**config.mk**
```make
export PLATFORM = sky130hd
export DESIGN_NAME = grad_descent_engine
export DESIGN_NICKNAME = d
export VERILOG_FILES = /design/src/rtl/grad_descent_engine.sv
export SDC_FILE = /design/constraint.sdc
export NUM_CORES = 2
export LEC_CHECK = 0
export ABC_CLOCK_PERIOD_IN_PS = 18300
export BUFFER_PORTS_ARGS = -buffer_cell sky130_fd_sc_hd__buf_4
export CAP_MARGIN = 10
export CORE_ASPECT_RATIO = 1.25
export CORE_MARGIN = 5
export CORE_UTILIZATION = 25
export DETAILED_ROUTE_END_ITERATION = 6
export PLACE_DENSITY_LB_ADDON = 0.1
export SETUP_SLACK_MARGIN = 0.5
export SLEW_MARGIN = 20
export SYNTH_ARGS = -nofsm -noshare
export SYNTH_HDL_FRONTEND = slang
export SYNTH_SLANG_ARGS = --single-unit
```
**constraint.sdc**
```tcl
create_clock -name clk -period 18.3 [get_ports clk]
set_clock_uncertainty 0.1 [all_clocks]
set_input_delay 0.915 -clock clk [delete_from_list [all_inputs] [get_ports clk]]
set_output_delay 0.915 -clock clk [all_outputs]
set_load 0.01 [all_outputs]
```
**src/rtl/grad_descent_engine.sv**
```systemverilog
`default_nettype none
// ============================================================================
// Module  : grad_descent_engine
// Brief   : Fixed-point gradient-descent minimiser driving an external f/f'
//           evaluator over req/ack and tracking the best (x, f(x)) of a run.
// Revision: 1.0
// ============================================================================
module grad_descent_engine #(
  parameter int DATA_W = 32,
  parameter int FRAC_W = 8,
  parameter int VAL_W  = 64,
  parameter int ITER_W = 8
) (
  input  logic              clk,
  input  logic              rst_n,
  input  logic              start,
  input  logic              abort,
  input  logic [DATA_W-1:0] x_init,
  input  logic [DATA_W-1:0] lr,
  input  logic [DATA_W-1:0] eps,
  input  logic [ITER_W-1:0] max_iter,
  output logic              f_req,
  output logic [DATA_W-1:0] f_x,
  input  logic              f_ack,
  input  logic [VAL_W-1:0]  f_val,
  input  logic [DATA_W-1:0] f_grad,
  output logic              busy,
  output logic              done,
  output logic [1:0]        status,
  output logic [DATA_W-1:0] x_at_min,
  output logic [VAL_W-1:0]  y_min,
  output logic [ITER_W-1:0] iter_used
);

  localparam int PROD_W = 2 * DATA_W;
  localparam logic [DATA_W-1:0] D_MAX = {1'b0, {(DATA_W-1){1'b1}}};
  localparam logic [DATA_W-1:0] D_MIN = {1'b1, {(DATA_W-1){1'b0}}};
  localparam logic [VAL_W-1:0]  V_MAX = {1'b0, {(VAL_W-1){1'b1}}};

  localparam logic [1:0] ST_MAXIT = 2'b00;
  localparam logic [1:0] ST_CONV  = 2'b01;
  localparam logic [1:0] ST_ABORT = 2'b10;
  localparam logic [1:0] ST_OVF   = 2'b11;

  typedef enum logic [1:0] {
    S_IDLE   = 2'd0,
    S_EVAL   = 2'd1,
    S_UPDATE = 2'd2,
    S_DONE   = 2'd3
  } state_t;

  state_t state, state_nxt;

  logic [DATA_W-1:0] x_q, lr_q, eps_q, grad_q;
  logic [ITER_W-1:0] max_iter_q;
  logic [VAL_W-1:0]  val_q;
  logic              abort_q;

  logic signed [PROD_W-1:0] prod, prod_sh;
  logic [PROD_W-DATA_W:0]   prod_top;
  logic [DATA_W-1:0]        step, x_next;
  logic [DATA_W:0]          step_ext, step_mag, diff;
  logic [ITER_W-1:0]        iter_inc;
  logic [1:0]               term_status;
  logic step_sat, x_sat, ovf, converged, last_iter, better, abort_any, term;

  // Update-stage arithmetic: everything is evaluated from the captured sample.
  always_comb begin
    prod     = PROD_W'($signed(grad_q)) * PROD_W'($signed(lr_q));
    prod_sh  = prod >>> FRAC_W;
    prod_top = prod_sh[PROD_W-1:DATA_W-1];
    step_sat = !((&prod_top) || !(|prod_top));
    if (step_sat) begin
      step = prod_sh[PROD_W-1] ? D_MIN : D_MAX;
    end else begin
      step = prod_sh[DATA_W-1:0];
    end
    step_ext  = {step[DATA_W-1], step};
    diff      = {x_q[DATA_W-1], x_q} - step_ext;
    x_sat     = diff[DATA_W] ^ diff[DATA_W-1];
    x_next    = x_sat ? (diff[DATA_W] ? D_MIN : D_MAX) : diff[DATA_W-1:0];
    step_mag  = step_ext[DATA_W] ? (~step_ext + (DATA_W+1)'(1)) : step_ext;
    ovf       = step_sat | x_sat;
    converged = step_mag <= {1'b0, eps_q};
    iter_inc  = iter_used + ITER_W'(1);
    last_iter = (iter_inc == max_iter_q);
    better    = $signed(val_q) < $signed(y_min);
    abort_any = abort_q | abort;
    term      = abort_any | ovf | converged | last_iter;
    if (abort_any) begin
      term_status = ST_ABORT;
    end else if (ovf) begin
      term_status = ST_OVF;
    end else if (converged) begin
      term_status = ST_CONV;
    end else begin
      term_status = ST_MAXIT;
    end
  end

  always_ff @(posedge clk or negedge rst_n) begin
    if (!rst_n) begin
      state <= S_IDLE;
    end else begin
      state <= state_nxt;
    end
  end

  always_comb begin
    state_nxt = state;
    case (state)
      S_IDLE:   if (start) state_nxt = (max_iter == '0) ? S_DONE : S_EVAL;
      S_EVAL:   if (f_ack) state_nxt = S_UPDATE;
      S_UPDATE: state_nxt = term ? S_DONE : S_EVAL;
      S_DONE:   state_nxt = S_IDLE;
      default:  state_nxt = S_IDLE;
    endcase
  end

  assign f_req = (state == S_EVAL);
  assign busy  = (state == S_EVAL) || (state == S_UPDATE);
  assign done  = (state == S_DONE);
  assign f_x   = x_q;

  always_ff @(posedge clk or negedge rst_n) begin
    if (!rst_n) begin
      x_q        <= '0;
      lr_q       <= '0;
      eps_q      <= '0;
      grad_q     <= '0;
      max_iter_q <= '0;
      val_q      <= '0;
      abort_q    <= 1'b0;
      x_at_min   <= '0;
      y_min      <= V_MAX;
      iter_used  <= '0;
      status     <= ST_MAXIT;
    end else begin
      case (state)
        S_IDLE: begin
          if (start) begin
            x_q        <= x_init;
            lr_q       <= lr;
            eps_q      <= eps;
            max_iter_q <= max_iter;
            abort_q    <= 1'b0;
            x_at_min   <= x_init;
            y_min      <= V_MAX;
            iter_used  <= '0;
            status     <= ST_MAXIT;
          end
        end
        S_EVAL: begin
          abort_q <= abort_q | abort;
          if (f_ack) begin
            val_q  <= f_val;
            grad_q <= f_grad;
          end
        end
        S_UPDATE: begin
          abort_q   <= abort_any;
          iter_used <= iter_inc;
          if (better) begin
            y_min    <= val_q;
            x_at_min <= x_q;
          end
          // On overflow x stays at the last valid point.
          if (term) begin
            status <= term_status;
          end else begin
            x_q <= x_next;
          end
        end
        default: ;
      endcase
    end
  end

endmodule
`default_nettype wire

```
# ---- Word level (Yosys, flattened, before mapping)
# Cells that the tools add are included.
dict set report word_totals {
  out_inout_bits 141
  latchBits 0
  inputBits 205
  word_cells 81
  regBits 309
  memories 0
  mem_bits_ro 0
  ram_bits 0
}
dict set report op_classes {
  reduce_logical 19
  bitwise 7
  n_mul 1
  n_mux 28
  shift 0
  order_cmp 2
  div_mod_pow 0
  eq_ne 9
  n_addsub 3
}
# op n
set ops {}
lappend ops {{$mux W32} 7}
lappend ops {{$mux W64} 2}
lappend ops {{$pmux W32 S2} 2}
lappend ops {{$pmux W64 S2} 1}
lappend ops {{$lt A64 B64 Y1} 1}
lappend ops {{$mul A32 B32 Y64} 1}
lappend ops {{$add A33 B1 Y33 const B} 1}
lappend ops {{$le A33 B32 Y1} 1}
lappend ops {{$mux W33} 1}
lappend ops {{$not A33 Y33} 1}
lappend ops {{$sub A32 B32 Y33} 1}
lappend ops {{$reduce_and A25 Y1} 1}
lappend ops {{$reduce_or A25 Y1} 1}
lappend ops {{$mux W2} 8}
lappend ops {{$pmux W8 S2} 1}
lappend ops {{$reduce_and A2 Y1} 5}
lappend ops {{$reduce_and A3 Y1} 3}
lappend ops {{$add A8 B1 Y8 const B} 1}
lappend ops {{$eq A8 B8 Y1} 1}
lappend ops {{$logic_not A8 Y1} 1}
lappend ops {{$mux W8} 1}
lappend ops {{$ne A2 B2 Y1 const B} 4}
lappend ops {{$pmux W2 S4} 1}
lappend ops {{$or A1 B1 Y1} 5}
lappend ops {{other kinds (12)} 17}

# ---- Depth between registers and ports, before layout
dict set report depth {
  ltp_word 14
  mapped_depth 63
  ltp_nobuf 56
}

# ---- Worst setup path before layout
# OpenSTA, ideal clock, no wires.
dict set report synth_timing {
  kind {register to register}
  start {register lr_q[2]}
  end {register x_q[10] (netlist: f_x[10])}
  setup_ps 128
  period_less_slack_ps 13992
  path_slack_ps 4308
  arrival_time_ps 13764
  path_buffers 7
  t_required_ps 18072
  stages_incl_launch_ff 61
  path_cell_list {dfrtp_1 clkbuf_1 nand2_1 inv_1 fa_1 fa_1 fa_1 inv_1 fa_1 inv_1 fa_1 fa_1 fa_1 inv_1 fa_1 inv_1 ha_1 buf_2 [... 25 more ...] a31oi_1 ha_1 a21o_1 a21o_1 a21o_1 a21oi_1 nor2b_1 o21ai_0 nand2b_1 a21oi_1 o21ai_0 inv_1 a211oi_1 and4_1 buf_2 o21ai_2 buf_2 mux2_1}
}
dict set report synth_between {
  elab_chain_len 13
  word_cells_on_any_way 24
  classes_between {add/sub: 2; mul: 1; order compare: 1; eq/ne: 1; mux: 7; bitwise: 6; reduce/logical: 6}
}
# item line
set synth_lines {}
lappend synth_lines {{from (decl)} 54} ;# logic [DATA_W-1:0] x_q, lr_q, eps_q, grad_q;
lappend synth_lines {{from (signal assigned)} 143} ;# lr_q <= lr;
lappend synth_lines {{$mul A32 B32 Y64 (*)} 69} ;# prod = PROD_W'($signed(grad_q)) * PROD_W'($signed(lr_q));
lappend synth_lines {{$reduce_or A25 Y1} 72} ;# step_sat = !((&prod_top) || !(|prod_top));
lappend synth_lines {{$logic_not A1 Y1} 72}
lappend synth_lines {{$logic_or A1 B1 Y1} 72}
lappend synth_lines {{$mux W32} 73} ;# if (step_sat) begin
lappend synth_lines {{$not A33 Y33 or $sub A32 B32 Y33 (tied branches)} {82, 79}}
lappend synth_lines {{$add A33 B1 Y33 or $xor A1 B1 Y1 (tied branches)} {82, 80}}
lappend synth_lines {{$mux W33 or $or A1 B1 Y1 (tied branches)} {82, 83}}
lappend synth_lines {{$le A33 B32 Y1 or $or A1 B1 Y1 (tied branches)} {84, 89}}
lappend synth_lines {{$or A1 B1 Y1 (2 in a row)} 89} ;# term = abort_any | ovf | converged | last_iter;
lappend synth_lines {{$ne A2 B2 Y1 (no source line)} -}
lappend synth_lines {{$reduce_and A3 Y1 (no source line)} -}
lappend synth_lines {{to (signal assigned)} 142} ;# x_q <= x_init;
lappend synth_lines {{to (signal assigned)} 171} ;# x_q <= x_next;
lappend synth_lines {{to (decl)} 54}
# Every way passes the cells marked *; elsewhere a longest branch is shown, timed or not. The select of a mux whose other input is x is not followed.
# A chain may end at the register's enable or synchronous reset.

# ---- Worst setup path after layout
dict set report layout_timing {
  start {register grad_q[31]}
  end {register x_q[3] (netlist: f_x[3])}
}
dict set report layout_between {
  elab_chain_len 13
  word_cells_on_any_way 24
  classes_between {add/sub: 2; mul: 1; order compare: 1; eq/ne: 1; mux: 7; bitwise: 6; reduce/logical: 6}
}
# item line
set layout_lines {}
lappend layout_lines {{from (decl)} 54}
lappend layout_lines {{from (signal assigned)} 157} ;# grad_q <= f_grad;
lappend layout_lines {{$mul A32 B32 Y64 (*)} 69}
lappend layout_lines {{$reduce_or A25 Y1} 72}
lappend layout_lines {{$logic_not A1 Y1} 72}
lappend layout_lines {{$logic_or A1 B1 Y1} 72}
lappend layout_lines {{$mux W32} 73}
lappend layout_lines {{$not A33 Y33 or $sub A32 B32 Y33 (tied branches)} {82, 79}}
lappend layout_lines {{$add A33 B1 Y33 or $xor A1 B1 Y1 (tied branches)} {82, 80}}
lappend layout_lines {{$mux W33 or $or A1 B1 Y1 (tied branches)} {82, 83}}
lappend layout_lines {{$le A33 B32 Y1 or $or A1 B1 Y1 (tied branches)} {84, 89}}
lappend layout_lines {{$or A1 B1 Y1 (2 in a row)} 89}
lappend layout_lines {{$ne A2 B2 Y1 (no source line)} -}
lappend layout_lines {{$reduce_and A3 Y1 (no source line)} -}
# Marks and branches as above.

==> qor.csv <==
metric,value,unit
synth_cells,5915,
drv_slew,0,
cpPeakStageDelay,1.02,ns
rr_worst_depth,48,
ff_latch_area,7840,um^2
postCtsHoldBufs,0,
port_buffers,345,
grt_overflow,0,
clk_latency,0.68,ns
worst_slew_pin_slew,1.09,ns
synth_warnings,0,
fmax,61.0,MHz
critPathLaunchType,flip-flop,
grt_pass1_vias,47300,
crit_path_end_kind,flip-flop,
cp.arrival,16.83,ns
r2r-end,f_x[3]$_DFFE_PN0P_,
synthesis.area,55700,um^2
multi_input_area,42700,um^2
die_x,432,um
clkSlewWorstSetupHoldPaths,0.07,ns
fillers,23572,
ys_ff_latch,309,
drc,0,
cts_tree,done,
num_rows,193,
synth_cell_types,92,
die_h,538,um
async_flop_share,1.00,
crit_path_frequent_cell,fa_1,
slew_headroom,0.269,
postRouteAntennaNets,0,
worstHoldPathType,primary input to asynchronous set/reset pin,
clock_tree.root_cell,clkbuf_16,
syn-num-nets,7516,
via_per_inst,4.64,
clkSinkCount,309,
dr.first_iter.drc_count,1867,
dr.pass1.iters,5,
cts_resized,0,
htreeDepth,2,
final_hold_viol_count,0,
r2r_start,grad_q[31]$_DFFE_PN0P_,
dieArea,232000,um^2
core-area,221000,um^2
num_vias,41858,
cp_slowest_cell,dfrtp_1,
grt_setup_unrepaired,false,
place.gp.congestion,0.825,
grt_max_degree,127,
wl_per_cell,21.6,um
ios,346,
place_hpwl,158,mm
drv_cap,0,
nets,7652,
fin_crit_sh,0.896,
grt_usage,0.170,
syn_to_final_growth,13.1,%
setup_viol,0,
grt_use_met1,0.219,
antenna_found_initial,17,
synthFlopType,dfrtp_1,
outcome,completed,
drive_above_1_share,0.131,
ys_seq_area_frac,0.140,
crit_type,flip-flop to flip-flop,
cts_max_path_buffers,3,
ff2ff_setup_slack,1.90,ns
drt-total-wl,195,mm
cts_setup_buffers,0,
grt_first_pass_wirelength,305,mm
use_met2,0.304,
busiest_layer,met2,
cts_made_buffers,45,
synth_edf_count,0,
avgSynthCellArea,9.42,um^2
post-route-min-period,16.40,ns
use_met3,0.0326,
path_max_fanout,33,
worstPathRequired,18.73,ns
start_util,0.252,
finalSetupTns,0,ns
## how the worst max path moves through the flow
stage                                start  cells after the start                  end  slack, ns
global route        grad_q[31]$_DFFE_PN0P_                     48   f_x[3]$_DFFE_PN0P_       0.83
finish              grad_q[31]$_DFFE_PN0P_                     48   f_x[3]$_DFFE_PN0P_       1.90
global placement    grad_q[31]$_DFFE_PN0P_                     48   f_x[4]$_DFFE_PN0P_       2.07
CTS                 grad_q[31]$_DFFE_PN0P_                     48   f_x[3]$_DFFE_PN0P_       1.68
floorplan              lr_q[2]$_DFFE_PN0P_                     60  f_x[10]$_DFFE_PN0P_       4.31
detailed placement  grad_q[31]$_DFFE_PN0P_                     48   f_x[2]$_DFFE_PN0P_       1.81
## cell type report
cell class / count / share of cell area
tap: 2925 / 0.0581
clock inverter: 21 / 0.00521
multi-input combinational: 4218 / 0.678
sequential: 309 / 0.125
antenna: 8 / 0.000318
inverter: 1058 / 0.0631
clock buffer: 63 / 0.0204
timing repair buffer: 419 / 0.0503
## worst max-delay path, delay by kind of cell (launching register included)
family	cells	cell delay (ns)
buf+inv	8	1.50
mux	1	0.39
fa+ha+maj	11	5.85
flops	1	1.02
compound gates	9	1.65
simple gates	19	5.72
## synthesized netlist by cell type, drive strengths merged, types with 14 or more instances
library cell | count | area share
mux2i | 15 | 0.0027
buf | 46 | 0.0038
o21ai | 157 | 0.014
ha | 314 | 0.071
fa | 1082 | 0.39
nor3 | 45 | 0.0042
clkbuf | 284 | 0.019
and3 | 17 | 0.0020
or3 | 14 | 0.0016
nand3 | 57 | 0.0051
a22oi | 91 | 0.012
xor2 | 39 | 0.0061
a31oi | 23 | 0.0027
a21oi | 191 | 0.017
xnor2 | 68 | 0.011
and2 | 527 | 0.059
a211oi | 24 | 0.0032
o22a | 14 | 0.0022
nor4 | 14 | 0.0017
nor2 | 164 | 0.011
nor2b | 28 | 0.0031
dfrtp | 246 | 0.11
nand2b | 40 | 0.0045
mux2 | 188 | 0.038
o221ai | 28 | 0.0044
o211ai | 21 | 0.0029
nand4 | 59 | 0.0066
o22ai | 61 | 0.0069
nand2 | 689 | 0.046
inv | 1058 | 0.071
dfstp | 63 | 0.030
o21a | 30 | 0.0040
and4 | 16 | 0.0027
a21o | 65 | 0.0088
or4 | 14 | 0.0019
## routing by layer
metal	wire (um)	vias up
li1	-	18915
met1	84200	22033
met2	97800	760
met3	10000	136
met4	2720	14
met5	81	-
## registers in the layout, indices dropped and copies added, names as in the netlist, 8 cells and up
register and count:
val_q 64, y_min 64, eps_q 32, f_x 32, grad_q 32, lr_q 32, x_at_min 32, iter_used 8
max_iter_q 8
## cell usage in the layout (no fill, tap or decap), types with 14 or more instances in the layout
master        n
o21ai_0     146
a211oi_1     24
and3_1       16
o22a_1       14
xnor2_1      67
a31oi_1      22
clkbuf_16    45
o21a_1       29
nand2_1     686
ha_1        313
o211ai_1     20
and2_1      525
nand2b_1     40
mux2i_1      14
o221ai_1     28
nand4_1      59
mux2_2      174
inv_1      1057
or4_1        14
a21o_1       65
or3_1        14
nor3_1       44
fa_1       1082
dfstp_2      63
a22oi_1      91
mux2_1       14
xor2_1       39
buf_4       417
nor2_1      162
dfrtp_1     220
nand3_1      57
o22ai_1      61
nor2b_1      28
a21oi_1     190
dfrtp_2      26
## logic make-up after synthesis
kind of cell	synth area share
XOR/XNOR	0.0168
adder cells (fa/ha/maj)	0.460
flip-flops	0.140
AND/OR/NAND/NOR	0.155
AO/OA/AOI/OAI	0.0929
multiplexers	0.0407
buffers and inverters	0.0942
## stage by stage
step | worst slack (ns) | instances | cell area [um^2] | util | hold WS [ns]
after global routing | 0.827 | 9015 | 63000 | 0.284 | 0.0432
final | 1.90 | 9021 | 63000 | 0.284 | 0.0529
after detailed placement | 1.81 | 8929 | 61300 | 0.277 | 0.394
after global placement | 2.07 | 8929 | 61300 | 0.277 | 0.392
after CTS | 1.68 | 9013 | 62900 | 0.284 | 0.00987
after floorplan | 4.31 | 5915 | 55700 | - | 0.379
Power is left out: the tool's default activity adds up to more than one toggle a clock period on the data nets, which glitch-free logic cannot reach.
